`config.mk`:
```
export PLATFORM = sky130hd
export DESIGN_NAME = mcp3202_spi_master
export DESIGN_NICKNAME = d
export VERILOG_FILES = /design/src/rtl/mcp3202_spi_master.sv
export SDC_FILE = /design/constraint.sdc
export NUM_CORES = 1
export LEC_CHECK = 0
export ABC_CLOCK_PERIOD_IN_PS = 5000
export CORE_ASPECT_RATIO = 0.5
export CORE_MARGIN = 2
export CORE_UTILIZATION = 49
export DETAILED_ROUTE_END_ITERATION = 16
export PLACE_DENSITY = 0.7
export SETUP_SLACK_MARGIN = 0.15
export SLEW_MARGIN = 10
export SYNTH_ARGS = -nofsm -noshare
export SYNTH_HDL_FRONTEND = slang
export SYNTH_SLANG_ARGS = --single-unit
```
`constraint.sdc`:
```
create_clock -name i_clk -period 5 [get_ports i_clk]
set_clock_uncertainty 0.15 [all_clocks]
set_input_delay 1 -clock i_clk [delete_from_list [all_inputs] [get_ports i_clk]]
set_output_delay 1 -clock i_clk [all_outputs]
set_load 0.005 [all_outputs]
```
`src/rtl/mcp3202_spi_master.sv`:
```
// MCP3202 SPI master: sends the 4-bit command and captures the 12-bit MSB-first result.
// When LSB-first mode is selected, it also checks the trailing LSB-first copy against that result.
module mcp3202_spi_master #(
  parameter int CLK_DIV = 4
) (
  input  logic        i_clk,
  input  logic        i_rst,
  input  logic        i_start,
  input  logic        i_sgl_diff,
  input  logic        i_odd_sign,
  input  logic        i_msbf,
  output logic        o_spi_clk,
  output logic        o_cs,
  output logic        o_din,
  input  logic        i_dout,
  output logic        o_busy,
  output logic        o_done,
  output logic [11:0] o_adc_data,
  output logic        o_lsb_err
);

  localparam int DW = (CLK_DIV > 2) ? $clog2(CLK_DIV) : 1;
  localparam logic [DW-1:0] DIV_LAST = DW'(CLK_DIV - 1);

  localparam logic [4:0] PER_MSB_FIRST = 5'd6;
  localparam logic [4:0] PER_MSB_LAST  = 5'd17;
  localparam logic [4:0] PER_LSB_FIRST = 5'd18;
  localparam logic [4:0] PER_LSB_LAST  = 5'd28;
  localparam logic [4:0] PER_END_MSBF  = 5'd18;
  localparam logic [4:0] PER_END_LSBF  = 5'd29;

  typedef enum logic [2:0] {
    S_IDLE,
    S_LEAD,
    S_SHIFT,
    S_TRAIL,
    S_GAP
  } state_t;

  state_t          r_state;
  logic [DW-1:0]   r_div;
  logic [4:0]      r_per;
  logic            r_spi_clk;
  logic            r_cs;
  logic            r_din;
  logic            r_busy;
  logic            r_done;
  logic            r_sgl_diff;
  logic            r_odd_sign;
  logic            r_msbf;
  logic [11:0]     r_msb_sr;
  logic [10:0]     r_lsb_sr;
  logic [11:0]     r_adc_data;
  logic            r_lsb_err;

  state_t          w_state_nxt;
  logic [DW-1:0]   w_div_nxt;
  logic [4:0]      w_per_nxt;
  logic            w_spi_clk_nxt;
  logic            w_cs_nxt;
  logic            w_din_nxt;
  logic            w_busy_nxt;
  logic            w_done_nxt;
  logic            w_cmd_ld;
  logic            w_cap_msb;
  logic            w_cap_lsb;
  logic            w_commit;
  logic            w_div_last;
  logic [4:0]      w_per_inc;
  logic [4:0]      w_per_end;
  logic            w_din_sched;

  assign w_div_last = (r_div == DIV_LAST);
  assign w_per_inc  = r_per + 5'd1;
  assign w_per_end  = r_msbf ? PER_END_MSBF : PER_END_LSBF;

  // Command bit presented with the rising edge of the period about to start.
  always_comb begin
    w_din_sched = 1'b0;
    case (w_per_inc)
      5'd2:    w_din_sched = r_sgl_diff;
      5'd3:    w_din_sched = r_odd_sign;
      5'd4:    w_din_sched = r_msbf;
      default: w_din_sched = 1'b0;
    endcase
  end

  always_comb begin
    w_state_nxt   = r_state;
    w_div_nxt     = r_div;
    w_per_nxt     = r_per;
    w_spi_clk_nxt = r_spi_clk;
    w_cs_nxt      = r_cs;
    w_din_nxt     = r_din;
    w_busy_nxt    = r_busy;
    w_done_nxt    = 1'b0;
    w_cmd_ld      = 1'b0;
    w_cap_msb     = 1'b0;
    w_cap_lsb     = 1'b0;
    w_commit      = 1'b0;

    case (r_state)
      S_IDLE: begin
        if (i_start) begin
          w_state_nxt = S_LEAD;
          w_cs_nxt    = 1'b0;
          w_din_nxt   = 1'b1;
          w_busy_nxt  = 1'b1;
          w_div_nxt   = '0;
          w_per_nxt   = '0;
          w_cmd_ld    = 1'b1;
        end
      end

      S_LEAD: begin
        if (w_div_last) begin
          w_state_nxt   = S_SHIFT;
          w_div_nxt     = '0;
          w_per_nxt     = 5'd1;
          w_spi_clk_nxt = 1'b1;
        end else begin
          w_div_nxt = r_div + 1'b1;
        end
      end

      S_SHIFT: begin
        // dout is sampled in the first high cycle of each period.
        if (r_spi_clk && (r_div == '0)) begin
          w_cap_msb = (r_per >= PER_MSB_FIRST) && (r_per <= PER_MSB_LAST);
          w_cap_lsb = !r_msbf && (r_per >= PER_LSB_FIRST) && (r_per <= PER_LSB_LAST);
        end
        if (w_div_last) begin
          w_div_nxt = '0;
          if (r_spi_clk) begin
            w_spi_clk_nxt = 1'b0;
          end else if (r_per == w_per_end) begin
            w_state_nxt = S_TRAIL;
          end else begin
            w_per_nxt     = w_per_inc;
            w_spi_clk_nxt = 1'b1;
            w_din_nxt     = w_din_sched;
          end
        end else begin
          w_div_nxt = r_div + 1'b1;
        end
      end

      S_TRAIL: begin
        if (w_div_last) begin
          w_state_nxt = S_GAP;
          w_div_nxt   = '0;
          w_cs_nxt    = 1'b1;
          w_din_nxt   = 1'b0;
          w_done_nxt  = 1'b1;
          w_commit    = 1'b1;
        end else begin
          w_div_nxt = r_div + 1'b1;
        end
      end

      S_GAP: begin
        if (w_div_last) begin
          w_state_nxt = S_IDLE;
          w_div_nxt   = '0;
          w_busy_nxt  = 1'b0;
        end else begin
          w_div_nxt = r_div + 1'b1;
        end
      end

      default: begin
        w_state_nxt = S_IDLE;
      end
    endcase
  end

  always_ff @(posedge i_clk) begin
    if (i_rst) begin
      r_state    <= S_IDLE;
      r_div      <= '0;
      r_per      <= '0;
      r_spi_clk  <= 1'b0;
      r_cs       <= 1'b1;
      r_din      <= 1'b0;
      r_busy     <= 1'b0;
      r_done     <= 1'b0;
      r_sgl_diff <= 1'b0;
      r_odd_sign <= 1'b0;
      r_msbf     <= 1'b0;
      r_msb_sr   <= '0;
      r_lsb_sr   <= '0;
      r_adc_data <= '0;
      r_lsb_err  <= 1'b0;
    end else begin
      r_state   <= w_state_nxt;
      r_div     <= w_div_nxt;
      r_per     <= w_per_nxt;
      r_spi_clk <= w_spi_clk_nxt;
      r_cs      <= w_cs_nxt;
      r_din     <= w_din_nxt;
      r_busy    <= w_busy_nxt;
      r_done    <= w_done_nxt;
      if (w_cmd_ld) begin
        r_sgl_diff <= i_sgl_diff;
        r_odd_sign <= i_odd_sign;
        r_msbf     <= i_msbf;
      end
      if (w_cap_msb) begin
        r_msb_sr <= {r_msb_sr[10:0], i_dout};
      end
      // LSB-first copy arrives B1..B11; shifting right leaves B11..B1 aligned to msb_sr[11:1].
      if (w_cap_lsb) begin
        r_lsb_sr <= {i_dout, r_lsb_sr[10:1]};
      end
      if (w_commit) begin
        r_adc_data <= r_msb_sr;
        r_lsb_err  <= !r_msbf && (r_lsb_sr != r_msb_sr[11:1]);
      end
    end
  end

  assign o_spi_clk  = r_spi_clk;
  assign o_cs       = r_cs;
  assign o_din      = r_din;
  assign o_busy     = r_busy;
  assign o_done     = r_done;
  assign o_adc_data = r_adc_data;
  assign o_lsb_err  = r_lsb_err;

endmodule
```
==> run_results.csv, run 1 <==
group,metric,value,unit
timing,slew_viol_final,0,
floorplan,start_util,52.4,%
timing,hold_slack,0.308,ns
timing,fin_tns_setup,0,ns
route,num_vias,2374,
power_and_ir_drop,power_leakage,1.06,nW
worst_setup_path,cp_data_arrival_time,2.94,ns
grt,grt_max_degree,34,
timing,period_share,57.0,%
worst_setup_path,crit_family,"simple AND/OR/NAND/NOR gates",
place,portBuffers,24,
cts,clock-sinks,54,
layout,final_area,0.00302,sq mm
yosys,synthCells,334,
yosys,async_flop_share,0,%
route,vias_per_cell,5.78,
layout,n_fill_cell,478,
cts,cts-buffers-inserted,5,
timing,rsz0062_at_grt,"false",
route,drc,0,
floorplan,core-area,0.00509,sq mm
layout,drive_gt1_share,5.57,%
yosys,ys_types,48,
grt,grtUsageTotal,20.7,%
power_and_ir_drop,peakVddDrop,132,uV
worst_setup_path,worst-setup-path-type,"in2reg",
floorplan,die-area,0.00608,sq mm
floorplan,dieHeight,56.2,um
worst_setup_path,crit_fanout,20,
cts,htree_num_levels,2,
worst_setup_path,worst_ep_required_time,5.09,ns
cts,cts-hold-fix-buffers,0,
yosys,yosysMostFrequentCell,"dfxtp_1",
layout,ff_latch_area,0.00108,sq mm
timing,finalCriticalPeriod,2.85,ns
cts,root_buffer,"clkbuf_8",
cts,cts_resized,0,
timing,worst_slew_pin_slew,1.03,ns
route,post_drt_wl_per_cell,14.4,um
worst_setup_path,crit_chain,"clkdlybuf4s50_1, or4b_4, or3_1, o221ai_1",
route,drt_iter0_drc,75,
floorplan,die_x,108,um
layout,stdcell_count,411,
worst_setup_path,crit_path_end_kind,"flop",
place,dp_hpwl,4040,um
yosys,synth_top_area_cell,"dfxtp_1",
yosys,synth_area_leaders,"dfxtp_1, a21oi_1, o21ai_0",
yosys,synth_ff_type,"dfxtp_1",
yosys,synthTopCellsByCount,"dfxtp_1, a21oi_1, nand2_1, o21ai_0, nand3_1",
layout,num_antenna_cells,0,
cts,clk_pin_slew,0.10,ns
yosys,synth_seq_cells,54,
cts,insertion_delay,0.31,ns
layout,multiInputGateArea,0.00142,sq mm
place,gp_congestion,0.843,
worst_setup_path,start_kind,"input pin",
timing,max_freq,351,MHz
timing,hold_violations,0,
cts,cts_tree,"done",
timing,setup_viol,0,
cts,cts_setup_buffers,0,
yosys,syn_area_per_cell,7.98,sq um
route,totalWireLength,5910,um
yosys,yosys_warnings,0,
power_and_ir_drop,p_total,0.804,mW
layout,nets,353,
timing,relSlewSlack,30.9,%
yosys,synth_area,0.00267,sq mm
grt,first_global_vias,2203,
route,firstDrtPassIters,4,
flow_run,maxCapViolCount,0,
yosys,synth_edf_count,0,
layout,area_growth,13.2,%
floorplan,rows,18,
grt,grt_overflow,0,
yosys,yosysSeqAreaShare,40.5,%
worst_setup_path,crit_buf_inv,1,
yosys,synth_top_area_share,40.5,%
status,outcome,"completed",
place,place_area,0.00290,sq mm
grt,antenna_found_initial,0,
min_path,min_path_type,"reg2reg",
place,place_inst,403,
cts,clock_path_buffers,2,
yosys,syn-num-nets,347,
floorplan,ioPinCount,25,
worst_setup_path,max_stage_delay,0.81,ns
grt,grt_pass1_wl,10200,um
worst_setup_path,cp_slowest_cell,"clkdlybuf4s50_1",
power_and_ir_drop,powerDensity,266,mW/mm^2
route,drtAntennaViolNets,0,
[cells by family (layout without fill, tap and decap cells)]
logic type,count (synthesis),count (layout),share of synthesized area (%)
fa+ha+maj,6,6,2.82
xor+xnor,14,14,4.60
buf+inv,40,47,6.15
compound gates,109,109,23.9
simple gates,107,107,20.4
flops,54,54,40.5
mux,4,4,1.60
[cells in the final DEF, fill, tap and decap left out, types with 5 or more instances in the layout]
| master | count |
|---|---|
| xor2_1 | 13 |
| inv_1 | 11 |
| clkbuf_8 | 5 |
| o21ai_0 | 31 |
| nand2_1 | 36 |
| clkdlybuf4s50_1 | 24 |
| ha_1 | 6 |
| a211oi_1 | 5 |
| dfxtp_1 | 54 |
| a21oi_1 | 48 |
| nand3_1 | 29 |
| nor2_1 | 10 |
[final cells by class]
| class | instances | share of cell area (%) |
|---|---|---|
| sequential | 54 | 35.8 |
| multi-input combinational | 240 | 47.1 |
| timing repair buffer | 28 | 8.95 |
| inverter | 11 | 1.37 |
| tap | 70 | 2.90 |
| clock inverter | 3 | 1.62 |
| clock buffer | 5 | 2.28 |
[final timing paths]
check	start	end	slack, ns	depth (start not counted)
max	i_rst	r_per[4]$_SDFFE_PP0P_	2.15	4
min	o_adc_data[9]$_SDFFE_PP0P_	o_adc_data[9]$_SDFFE_PP0P_	0.31	2
max reg2reg	r_state[1]$_SDFFE_PP0P_	r_lsb_sr[9]$_SDFFE_PP0P_	2.56	4
min reg2reg	o_adc_data[9]$_SDFFE_PP0P_	o_adc_data[9]$_SDFFE_PP0P_	0.31	2
[per-layer routing]
metal	share of wire [%]	vias to the layer above	routed length, um	global-route usage (%)
met1	48	1118	2840	28.7
met5	0	-	0	0
met2	46	54	2720	32.5
met3	5.0	9	294	4.92
met4	1.0	0	60	4.76
li1	-	1193	-	-
[tightest hold or removal path, stage by stage (launching register included)]
cell     delay (ns)
dfxtp_1        0.32
nand2_1        0.05
a21oi_1        0.05
[report_power, final]
group / leakage, nW / internal (mW) / switching (mW)
Sequential: 0.437 / 0.437 / 0.0119
Clock: 0.0563 / 0.153 / 0.153
Combinational: 0.565 / 0.0249 / 0.0245
Total: 1.06 / 0.615 / 0.189
[state kept, by name, indices dropped and copies added, names as in the netlist]
register and count:
o_spi_clk 1, r_per 5, o_busy 1, r_div 2, r_state 3, r_lsb_sr 11
o_cs 1, r_sgl_diff 1, r_odd_sign 1, o_lsb_err 1, r_msbf 1, r_msb_sr 12
o_done 1, o_din 1, o_adc_data 12
[through the flow]
stage,worst slack [ns],utilization (%)
final,2.15,59.3
after detailed placement,1.84,57.0
after floorplan,2.71,-
after CTS,2.17,59.3
after global placement,1.90,57.0
after global routing,2.04,59.3
Power figures use the tool's default switching activity.
==> run 2, diff against run 1 <==
--- a/config.mk
+++ b/config.mk
@@ -5,7 +5,7 @@
 export SDC_FILE = /design/constraint.sdc
 export NUM_CORES = 1
 export LEC_CHECK = 0
-export ABC_CLOCK_PERIOD_IN_PS = 5000
+export ABC_CLOCK_PERIOD_IN_PS = 2900
 export CORE_ASPECT_RATIO = 0.5
 export CORE_MARGIN = 2
 export CORE_UTILIZATION = 49
==> constraint.sdc (replaced) <==
create_clock -name i_clk -period 2.9 [get_ports i_clk]
set_clock_uncertainty 0.15 [all_clocks]
set_input_delay 0.58 -clock i_clk [delete_from_list [all_inputs] [get_ports i_clk]]
set_output_delay 0.58 -clock i_clk [all_outputs]
set_load 0.005 [all_outputs]
==> run_results.csv, run 2 (synthesized netlist as in run 1, its figures left out) <==
group,metric,value,unit
timing,rsz0062_at_grt,"false",
worst_setup_path,crit_chain,"or3b_4, or4_1, o21ai_0, a21oi_1",
floorplan,die-area,0.00608,sq mm
cts,cts_setup_buffers,0,
power_and_ir_drop,p_total,1.31,mW
route,drt_iter0_drc,99,
layout,area_growth,13.6,%
grt,grt_pass1_wl,10000,um
min_path,min_path_type,"reg2reg",
route,drtAntennaViolNets,0,
timing,setup_viol,0,
worst_setup_path,start_kind,"flop",
route,post_drt_wl_per_cell,14.5,um
timing,max_freq,443,MHz
place,dp_hpwl,4150,um
layout,layout_common_cells,"dfxtp_1, a21oi_1, nand2_1",
power_and_ir_drop,powerDensity,432,mW/mm^2
floorplan,core-area,0.00509,sq mm
grt,grtUsageTotal,20.7,%
worst_setup_path,timing.rr.start,"r_state[0]$_SDFFE_PP0P_",
cts,cts-buffers-inserted,5,
worst_setup_path,worst_ep_required_time,2.95,ns
power_and_ir_drop,power_leakage,1.07,nW
timing,hold_slack,0.307,ns
floorplan,rows,18,
grt,grt_max_degree,37,
grt,first_global_vias,2123,
worst_setup_path,worst-setup-path-type,"reg2reg",
place,portBuffers,24,
min_path,min_path_cells,2,
timing,period_share,77.9,%
place,gp_congestion,0.839,
min_path,hold_end,"o_adc_data[10]$_SDFFE_PP0P_",
grt,grt_overflow,0,
timing,finalCriticalPeriod,2.26,ns
cts,clock_path_buffers,2,
cts,cts_resized,0,
layout,nets,357,
timing,slew_viol_final,0,
layout,final_common_cell,"dfxtp_1",
status,outcome,"completed",
floorplan,start_util,52.4,%
route,num_vias,2395,
floorplan,die_x,108,um
min_path,holdCritStartpoint,"o_adc_data[10]$_SDFFE_PP0P_",
cts,root_buffer,"clkbuf_8",
worst_setup_path,crit_fanout,21,
worst_setup_path,max_stage_delay,0.65,ns
place,place_area,0.00293,sq mm
layout,drive_gt1_share,6.67,%
floorplan,ioPinCount,25,
route,vias_per_cell,5.77,
cts,clock-sinks,54,
flow_run,maxCapViolCount,0,
cts,cts_tree,"done",
route,totalWireLength,6030,um
route,drc,0,
timing,fin_tns_setup,0,ns
cts,clk_pin_slew,0.10,ns
worst_setup_path,r2r_slack,0.64,ns
timing,worst_slew_pin_slew,0.988,ns
worst_setup_path,crit_path_end_kind,"flop",
floorplan,dieHeight,56.2,um
cts,cts-hold-fix-buffers,0,
power_and_ir_drop,peakVddDrop,331,uV
route,firstDrtPassIters,4,
layout,final_area,0.00303,sq mm
worst_setup_path,rr_worst_depth,4,
worst_setup_path,r2r_end,"r_lsb_sr[4]$_SDFFE_PP0P_",
cts,htree_num_levels,2,
cts,insertion_delay,0.32,ns
layout,num_antenna_cells,0,
worst_setup_path,cp_data_arrival_time,2.31,ns
worst_setup_path,cp_slowest_cell,"or4_1",
timing,relSlewSlack,33.5,%
timing,hold_violations,0,
grt,antenna_found_initial,0,
==> run 2: area by class of cell <==
cell class / count / area, sq um
fill: 489 / 2060
multi-input combinational: 240 / 1420
sequential: 54 / 1080
timing repair buffer: 32 / 300
tap: 70 / 87.6
clock buffer: 5 / 68.8
inverter: 11 / 41.3
clock inverter: 3 / 28.8
==> run 2: stage by stage <==
step | instances | setup WS, ns | util, %
4_1_cts | 415 | 0.643 | 59.5
2_1_floorplan | 334 | 0.921 | -
5_1_grt | 415 | 0.484 | 59.5
3_5_place_dp | 407 | 0.520 | 57.6
3_3_place_gp | 407 | 0.553 | 57.6
6_report | 415 | 0.642 | 59.5
==> run 2: power breakdown <==
group          switching [mW]  total [mW]  internal [mW]
registers              0.0216       0.775          0.753
logic                  0.0434      0.0870         0.0436
clock network           0.269       0.448          0.179
==> run 2: critical path, delay by kind of cell, from the launching register on <==
family             cells  cell delay (ns)
AOI/OAI and AO/OA      2             0.30
DFF                    1             0.52
and+or+nand+nor        2             1.16
==> run 2: worst max path at each step <==
stage / startpoint / end / slack (ns) / depth (start not counted)
after CTS: r_state[0]$_SDFFE_PP0P_ / r_lsb_sr[4]$_SDFFE_PP0P_ / 0.64 / 4
after detailed placement: i_start / r_state[0]$_SDFFE_PP0P_ / 0.52 / 4
final: r_state[0]$_SDFFE_PP0P_ / r_lsb_sr[4]$_SDFFE_PP0P_ / 0.64 / 4
after floorplan: r_div[0]$_SDFFE_PP0P_ / r_per[4]$_SDFFE_PP0P_ / 0.92 / 6
after global placement: i_start / r_state[0]$_SDFFE_PP0P_ / 0.55 / 4
after global routing: r_state[0]$_SDFFE_PP0P_ / r_lsb_sr[8]$_SDFFE_PP0P_ / 0.48 / 4
==> run 2: layer usage <==
metal | track usage [%] | wire [um] | up-vias
met5 | 0 | 0 | -
met4 | 6.04 | 65 | 0
met3 | 4.92 | 243 | 6
met2 | 32.6 | 2750 | 44
met1 | 28.4 | 2970 | 1140
li1 | - | - | 1205
